## src/rtl/neuron_pkg.sv

```systemverilog
// Q-format widths, FSM state encoding, default Izhikevich constants and
// saturation helpers shared by the membrane-update datapath.
package neuron_pkg;

  localparam int Q_W    = 18;
  localparam int FRAC_W = 10;
  localparam int ACC_W  = 28;
  localparam int PROD_W = 2 * Q_W;

  typedef enum logic [2:0] {
    ST_IDLE   = 3'd0,
    ST_MUL_T  = 3'd1,
    ST_MUL_V  = 3'd2,
    ST_MUL_B  = 3'd3,
    ST_MUL_A  = 3'd4,
    ST_UPDATE = 3'd5
  } state_e;

  localparam logic signed [Q_W-1:0]   DEF_K_004 = 18'sd41;
  localparam logic signed [Q_W-1:0]   DEF_K_A   = 18'sd20;
  localparam logic signed [Q_W-1:0]   DEF_K_B   = 18'sd205;
  localparam logic signed [Q_W-1:0]   DEF_V_C   = -18'sd66560;
  localparam logic signed [Q_W-1:0]   DEF_U_D   = 18'sd8192;
  localparam logic signed [Q_W-1:0]   DEF_V_TH  = 18'sd30720;
  localparam logic signed [ACC_W-1:0] DEF_K_140 = 28'sd143360;
  // Rest value of u is b*c taken as the exact product -13.0, not the Q8.10 multiply.
  localparam logic signed [Q_W-1:0]   U_RST     = -18'sd13312;

  localparam logic signed [Q_W-1:0]   Q_MAX     = 18'sh1FFFF;
  localparam logic signed [Q_W-1:0]   Q_MIN     = 18'sh20000;
  localparam logic signed [ACC_W-1:0] ACC_QMAX  = 28'sd131071;
  localparam logic signed [ACC_W-1:0] ACC_QMIN  = -28'sd131072;

  function automatic logic signed [ACC_W-1:0] sext(input logic signed [Q_W-1:0] x);
    return {{(ACC_W - Q_W){x[Q_W-1]}}, x};
  endfunction

  function automatic logic signed [Q_W-1:0] sat18(input logic signed [ACC_W-1:0] x);
    logic signed [Q_W-1:0] r;
    if (x > ACC_QMAX) begin
      r = Q_MAX;
    end else if (x < ACC_QMIN) begin
      r = Q_MIN;
    end else begin
      r = x[Q_W-1:0];
    end
    return r;
  endfunction

endpackage

```

## src/rtl/mult18s_reg.sv

```systemverilog
// 18x18 signed multiplier with a registered 36-bit product, shared by every
// multiply of the neuron update.
module mult18s_reg
  import neuron_pkg::*;
(
  input  logic                     clk,
  input  logic                     reset,
  input  logic signed [Q_W-1:0]    op_a,
  input  logic signed [Q_W-1:0]    op_b,
  output logic signed [PROD_W-1:0] prod
);

  // Product register, cleared by synchronous reset.
  always_ff @(posedge clk) begin
    if (reset) begin
      prod <= '0;
    end else begin
      prod <= PROD_W'(op_a) * PROD_W'(op_b);
    end
  end

endmodule

```

## src/rtl/izh_neuron_fsm.sv

```systemverilog
// Izhikevich membrane update: one forward-Euler step of v and u per accepted
// step strobe, using a single time-multiplexed registered multiplier.
module izh_neuron_fsm
  import neuron_pkg::*;
#(
  parameter logic signed [Q_W-1:0]   K_004 = DEF_K_004,
  parameter logic signed [Q_W-1:0]   K_A   = DEF_K_A,
  parameter logic signed [Q_W-1:0]   K_B   = DEF_K_B,
  parameter logic signed [Q_W-1:0]   V_C   = DEF_V_C,
  parameter logic signed [Q_W-1:0]   U_D   = DEF_U_D,
  parameter logic signed [Q_W-1:0]   V_TH  = DEF_V_TH,
  parameter logic signed [ACC_W-1:0] K_140 = DEF_K_140
) (
  input  logic                  clk,
  input  logic                  reset,
  input  logic                  enable,
  input  logic                  step,
  input  logic signed [Q_W-1:0] i_in,
  output logic signed [Q_W-1:0] v_out,
  output logic signed [Q_W-1:0] u_out,
  output logic                  spike,
  output logic                  done,
  output logic                  busy
);

  state_e                   state_r, state_next_s;
  logic signed [Q_W-1:0]    v_r, v_next_s, u_r, u_next_s;
  logic signed [Q_W-1:0]    i_r, i_next_s, du_r, du_next_s;
  logic signed [ACC_W-1:0]  acc_r, acc_next_s;
  logic                     spike_r, spike_next_s, done_r, done_next_s;
  logic                     busy_r, busy_next_s;

  logic signed [Q_W-1:0]    mul_a_s, mul_b_s;
  logic signed [PROD_W-1:0] prod_s;
  logic signed [ACC_W-1:0]  p_q_s, v5_s, acc_calc_s, bvu_diff_s;
  logic signed [ACC_W-1:0]  v_sum_s, u_sum_s, u_kick_s;
  logic signed [Q_W-1:0]    bvu_s, vn_s, un_s, ukn_s;

  mult18s_reg u_mult (
    .clk   (clk),
    .reset (reset),
    .op_a  (mul_a_s),
    .op_b  (mul_b_s),
    .prod  (prod_s)
  );

  // prod_s always holds the product issued in the previous state, rescaled here.
  assign p_q_s      = ACC_W'(prod_s >>> FRAC_W);
  assign v5_s       = (sext(v_r) <<< 2) + sext(v_r);
  assign acc_calc_s = p_q_s + v5_s + K_140 - sext(u_r) + sext(i_r);
  assign bvu_diff_s = p_q_s - sext(u_r);
  assign bvu_s      = sat18(bvu_diff_s);
  assign v_sum_s    = sext(v_r) + acc_r;
  assign vn_s       = sat18(v_sum_s);
  assign u_sum_s    = sext(u_r) + sext(du_r);
  assign un_s       = sat18(u_sum_s);
  assign u_kick_s   = sext(un_s) + sext(U_D);
  assign ukn_s      = sat18(u_kick_s);
  assign busy_next_s = (state_next_s != ST_IDLE);

  // Sequencing, multiplier operand selection and datapath next values.
  always_comb begin
    state_next_s = state_r;
    mul_a_s      = '0;
    mul_b_s      = '0;
    i_next_s     = i_r;
    acc_next_s   = acc_r;
    du_next_s    = du_r;
    v_next_s     = v_r;
    u_next_s     = u_r;
    done_next_s  = 1'b0;
    spike_next_s = 1'b0;
    if (!enable) begin
      state_next_s = ST_IDLE;
    end else begin
      case (state_r)
        ST_IDLE: begin
          if (step) begin
            i_next_s     = i_in;
            mul_a_s      = v_r;
            mul_b_s      = K_004;
            state_next_s = ST_MUL_T;
          end else begin
            state_next_s = ST_IDLE;
          end
        end
        ST_MUL_T: begin
          mul_a_s      = p_q_s[Q_W-1:0];
          mul_b_s      = v_r;
          state_next_s = ST_MUL_V;
        end
        ST_MUL_V: begin
          acc_next_s   = acc_calc_s;
          mul_a_s      = v_r;
          mul_b_s      = K_B;
          state_next_s = ST_MUL_B;
        end
        ST_MUL_B: begin
          mul_a_s      = K_A;
          mul_b_s      = bvu_s;
          state_next_s = ST_MUL_A;
        end
        ST_MUL_A: begin
          du_next_s    = p_q_s[Q_W-1:0];
          state_next_s = ST_UPDATE;
        end
        ST_UPDATE: begin
          done_next_s  = 1'b1;
          state_next_s = ST_IDLE;
          if (vn_s >= V_TH) begin
            v_next_s     = V_C;
            u_next_s     = ukn_s;
            spike_next_s = 1'b1;
          end else begin
            v_next_s = vn_s;
            u_next_s = un_s;
          end
        end
        default: begin
          state_next_s = ST_IDLE;
        end
      endcase
    end
  end

  // State, datapath and output registers.
  always_ff @(posedge clk) begin
    if (reset) begin
      state_r <= ST_IDLE;
      v_r     <= V_C;
      u_r     <= U_RST;
      i_r     <= '0;
      acc_r   <= '0;
      du_r    <= '0;
      spike_r <= 1'b0;
      done_r  <= 1'b0;
      busy_r  <= 1'b0;
    end else begin
      state_r <= state_next_s;
      v_r     <= v_next_s;
      u_r     <= u_next_s;
      i_r     <= i_next_s;
      acc_r   <= acc_next_s;
      du_r    <= du_next_s;
      spike_r <= spike_next_s;
      done_r  <= done_next_s;
      busy_r  <= busy_next_s;
    end
  end

  assign v_out = v_r;
  assign u_out = u_r;
  assign spike = spike_r;
  assign done  = done_r;
  assign busy  = busy_r;

endmodule

```

## config.mk

```make
export PLATFORM = sky130hd
export DESIGN_NAME = izh_neuron_fsm
export DESIGN_NICKNAME = d
export VERILOG_FILES = /design/src/rtl/neuron_pkg.sv /design/src/rtl/mult18s_reg.sv /design/src/rtl/izh_neuron_fsm.sv
export SDC_FILE = /design/constraint.sdc
export NUM_CORES = 2
export LEC_CHECK = 0
export CORE_ASPECT_RATIO = 0.75
export CORE_UTILIZATION = 71
export CTS_CLUSTER_SIZE = 20
export DETAILED_ROUTE_END_ITERATION = 10
export GPL_TIMING_DRIVEN = 0
export MAX_ROUTING_LAYER = met4
export PLACE_DENSITY_LB_ADDON = 0.12
export SLEW_MARGIN = 20
export SYNTH_ARGS = -nofsm -noshare
export SYNTH_HDL_FRONTEND = slang
export SYNTH_SLANG_ARGS = --single-unit
```

## constraint.sdc

```tcl
create_clock -name clk -period 17.46 [get_ports clk]
set_input_delay 3.492 -clock clk [delete_from_list [all_inputs] [get_ports clk]]
set_output_delay 3.492 -clock clk [all_outputs]
set_load 0.02 [all_outputs]
```

---- Word-level counts from Yosys, hierarchy flattened ----
Cells that the tools add are included.
word-level totals
  flip-flop bits (word level) ............. 142
  bits of input ports ..................... 22
cells by class
  add/sub/neg operators ................... 9
  multipliers ............................. 1
  magnitude comparators ................... 9
  equality and inequality tests ........... 5
  multiplexer cells ....................... 21
  bitwise gates (word level) .............. 2
  reduce and logical (&&, ||, !) cells .... 8
operators with widths
  cell                                                              number
  two-way mux 18 bit                                                13
  one-hot mux 18 bit (4 select lines)                               2
  greater-than comparator 19 x 18 -> 1 bit (second input constant)  2
  < comparator 19 x 18 -> 1 bit (second input constant)             2
  multiplier 18 x 18 -> 36 bit                                      1
  adder 18 x 28 -> 28 bit                                           1
  adder 27 x 19 -> 28 bit (second input constant)                   1
  adder 28 x 18 -> 28 bit                                           1
  greater-than comparator 28 x 18 -> 1 bit (second input constant)  1
  < comparator 28 x 18 -> 1 bit (second input constant)             1
  subtractor 28 x 18 -> 28 bit                                      1
  adder 26 x 21 -> 27 bit                                           1
  greater-than comparator 27 x 18 -> 1 bit (second input constant)  1
  < comparator 27 x 18 -> 1 bit (second input constant)             1
  subtractor 26 x 18 -> 27 bit                                      1
  adder 20 x 18 -> 21 bit                                           1
  adder 18 x 15 -> 19 bit (second input constant)                   1
  adder 18 x 18 -> 19 bit                                           1
  >= comparator 18 x 16 -> 1 bit (second input constant)            1
  one-hot mux 3 bit (5 select lines)                                1
  equality test 3 x 2 -> 1 bit (second input constant)              2
  equality test 3 bit (second input constant)                       2
  two-way mux 6 bit                                                 1
  AND reduction 2 bit                                               3
  9 further kinds                                                   12

---- Depth between registers and ports, before layout ----
  depth after elaboration ................. 9
  gate-level depth with buffers ........... 42
  gate-level depth less buffers ........... 39

---- Hierarchy ----
Synthesis repeated with hierarchy kept, for this count alone.
unflattened totals
  cell total of the unflattened synthesis .. 2,962
  area, all modules ....................... 25,264.2 sq um
modules (own cells, without submodules)
  module          instances  cells an instance  area an instance (sq um)  seq. area each (sq um)
  mult18s_reg     1          1,391              12,932.4                  720.7
  izh_neuron_fsm  1          1,571              12,331.8                  2,122.0

---- Worst setup path before layout ----
No wires, ideal clock.
  path type ............................... in2reg
  from .................................... input port step
  to ...................................... register u_mult.prod[33]
  setup time .............................. 0.128 ns
  arrival time ............................ 10.153 ns
  data required time ...................... 17.332 ns
  path slack .............................. 7.179 ns
  stages on the path ...................... 28
  path buffers ............................ 2
  cells stage by stage .................... o21bai_1 nor2_1 clkbuf_1 a22o_1 and2_1 clkbuf_1 nand2_1 fa_1 inv_1 fa_1 fa_1 fa_1 fa_1 inv_1 fa_1 inv_1 ha_1 a21o_1 a21o_1 a21o_1 a31o_2 a31oi_1 o21ai_0 a21oi_1 o21ai_0 a21oi_1 xor2_1 nor2_1
between the ends
  cells in the longest elaborated chain, start to end .. 4
  elaborated cells between the ends (all ways) .. 7
ends and longest elaborated chain
  what                                                     line                  RTL
  from (decl)                                              izh_neuron_fsm.sv:17  input logic step,
  two-way mux 18 bit or two-way mux 6 bit (tied branches)  izh_neuron_fsm.sv:78  if (step) begin
  one-hot mux 18 bit (4 select lines)                      izh_neuron_fsm.sv:76  case (state_r)
  two-way mux 18 bit                                       izh_neuron_fsm.sv:73  if (!enable) begin
  multiplier 18 x 18 -> 36 bit (*)                         mult18s_reg.sv:18     prod <= PROD_W'(op_a) * PROD_W'(op_b);
  to (signal assigned)                                     mult18s_reg.sv:18
  to (decl)                                                mult18s_reg.sv:10     output logic signed [PROD_W-1:0] prod
Every way passes the cells marked *; elsewhere a longest branch is shown, timed or not.
A chain may end at the register's enable or synchronous reset.

---- Worst setup path after layout ----
  from .................................... input port step
  to ...................................... register u_mult.prod[29]
The elaborated chain is that of the path after synthesis.

==> impl_metrics.json <==
{
  "critical_path_class": "primary input to flip-flop",
  "syn-instance-count": 2957,
  "grt_antenna_before_repair": 3,
  "finalHoldViolCount": 0,
  "reg2reg_depth": 35,
  "setup_viol": 0,
  "io_buffers": 59,
  "fin_nets": 3666,
  "dieWidth_um": 218,
  "crit_slowest_cell": "a2111oi_0",
  "dr.first_iter.drc_count": 3255,
  "clock_latency_ns": 0.46,
  "num_rows": 58,
  "slew_headroom_pct": 16.9,
  "setup_tns_ns": 0,
  "synth_top_cell_by_area": "fa_1",
  "cts_buffer_depth": 2,
  "synth_area_leaders": "fa_1 32%, ha_1 11%, dfxtp_1 11%, inv_1 7.8%, nand2_1 5.2%",
  "synthToLayoutAreaGrowth_pct": 7.17,
  "first_pass_iters": 8,
  "cts_setup_buffers": 0,
  "grt-ovfl-total": 0,
  "io_pins": 61,
  "clk_pin_slew_ns": 0.06,
  "synth_ff_type": "dfxtp_1",
  "fin_crit_sh_pct": 75.2,
  "dp_hpwl_um": 68400,
  "worst_pin_slew_ns": 1.24,
  "grtUsageTotal_pct": 49.4,
  "wl_um": 84000,
  "ys_warn_count": 0,
  "cp.required_ns": 17.78,
  "p_per_area_nw_per_um2": 66.9,
  "max_stage_delay_ns": 0.79,
  "cts_tree": "yes",
  "synth.avg_cell_area_um2": 8.40,
  "yosysMostFrequentCell": "inv_1",
  "p_leak_nw": 12.5,
  "yosysTopAreaCellShare_pct": 31.9,
  "fin_skew_ns": 0.0149,
  "cts_hold_buf": 0,
  "clockRootBuffer": "clkbuf_16",
  "drc": 0,
  "max_cap_violations": 0,
  "async_flop_share_pct": 0,
  "fmax_ghz": 0.0762,
  "holdPathStages": 2,
  "ctsResizeCount": 0,
  "die_area_um2": 35700,
  "start_util_pct": 73.1,
  "cts_made_buffers": 17,
  "synth_seq_area_share_pct": 10.6,
  "hp-class": "flip-flop to flip-flop",
  "num_vias": 23200,
  "place_congestion": 1.05,
  "status": "finished, final reports clean",
  "endpoint_kind": "flip-flop",
  "drive_above_1_share_pct": 3.48,
  "crit_path_max_fanout": 10,
  "syn_area_um2": 24800,
  "cts.sinks": 132,
  "grt_first_pass_wirelength_um": 128000,
  "synth_common_cells": "516 x inv_1, 395 x fa_1, 343 x nand2_1, 225 x a21oi_1, 224 x nor2_1",
  "start_kind": "primary input",
  "finalPower_w": 0.00178,
  "worst_ep_arrival_time_ns": 13.45,
  "post_drt_wl_per_cell_um": 24.0,
  "first_global_vias": 23100,
  "htreeDepth": 4,
  "synth_fp_nets": 3588,
  "dieHeight_um": 164,
  "vias_per_cell": 6.63,
  "ir_drop_uv": 132,
  "min_period_ns": 13.13,
  "grt_max_degree": 18,
  "core-area_um2": 34000,
  "rsz0062_at_grt": "false",
  "finalMaxSlewViolations": 0,
  "yosys.cell_types.count": 95,
  "synth_edf_count": 0,
  "ys_ff_latch": 132,
  "ant_nets": 0
}
==> cell families (layout without fill, tap and decap cells) <==
family	after synthesis	in the layout	synth area share (%)
AO/OA/AOI/OAI	638	638	17.2
XOR/XNOR	112	112	3.98
adder cells (fa/ha/maj)	616	616	42.9
buffers and inverters	629	719	10.1
flip-flops	132	132	10.6
multiplexers	5	5	0.202
other	0	6	0
AND/OR/NAND/NOR	825	825	15.0
==> through the flow <==
step                      util, %  std cells  hold slack, ns  cell area [um^2]  setup slack [ns]
final                        78.3       3503           0.465             26600              4.33
after global routing         78.3       3500           0.482             26600              4.20
after CTS                    78.3       3497           0.464             26600              4.89
after detailed placement     76.5       3466           0.453             26000              4.50
after global placement       76.5       3466           0.447             26000              4.80
after floorplan                 -       2957           0.436             24800              7.18
==> worst paths after layout <==
kind	to	slack, ns	startpoint
worst max-delay path	u_mult.prod[29]$_SDFF_PP0_	4.33	step
worst min-delay path	acc_r[19]$_SDFFE_PP0P_	0.47	acc_r[19]$_SDFFE_PP0P_
worst max register to register	u_mult.prod[29]$_SDFF_PP0_	5.03	u_out[17]$_SDFFE_PP1P_
worst min register to register	acc_r[19]$_SDFFE_PP0P_	0.47	acc_r[19]$_SDFFE_PP0P_
==> metal layers <==
metal / global-route usage, % / part of all wire, %
met5: - / 0
met4: 19.5 / 4.9
met3: 17.7 / 16
met2: 69.5 / 41
met1: 65.0 / 38
==> registers in the layout, indices dropped and copies added (netlist names) <==
signal,flops
acc_r,28
u_mult.prod,26
du_r,18
i_r,18
u_out,18
v_out,18
state_r,3
busy,1
done,1
spike,1
==> critical path, delay by kind of cell <==
kind                     cells  cell delay (ns)
adder cells (fa/ha/maj)      7             3.07
AO/OA/AOI/OAI                8             2.96
AND/OR/NAND/NOR              5             1.40
buffers and inverters        9             2.25
XOR/XNOR                     1             0.25
==> final cells by class <==
type | count | area [um^2]
timing repair buffer | 59 | 591
fill | 2328 | 7360
antenna | 6 | 15.0
sequential | 132 | 2640
multi-input combinational | 2196 | 19700
buffer | 113 | 562
tap | 450 | 563
clock buffer | 17 | 425
inverter | 516 | 1940
clock inverter | 14 | 176
==> layout by cell type, fill, tap and decap left out, drive strengths merged, types with 56 or more instances in the layout <==
| cell type | synthesis | final |
|---|---|---|
| fa | 395 | 395 |
| xnor2 | 74 | 74 |
| clkbuf | 76 | 93 |
| ha | 214 | 214 |
| dfxtp | 132 | 132 |
| nand2 | 343 | 343 |
| nor2 | 224 | 224 |
| a21o | 56 | 56 |
| clkdlybuf4s50 | 0 | 59 |
| a21oi | 226 | 226 |
| o21ai | 115 | 115 |
| inv | 516 | 520 |
==> power breakdown <==
part / switching [W] / leakage (nW) / internal [W]
clock: 0.000160 / 0.291 / 0.000225
sequential: 0.0000370 / 1.07 / 0.000321
combinational: 0.000644 / 11.1 / 0.000393
total: 0.000841 / 12.5 / 0.000940
Power figures use the tool's default switching activity.
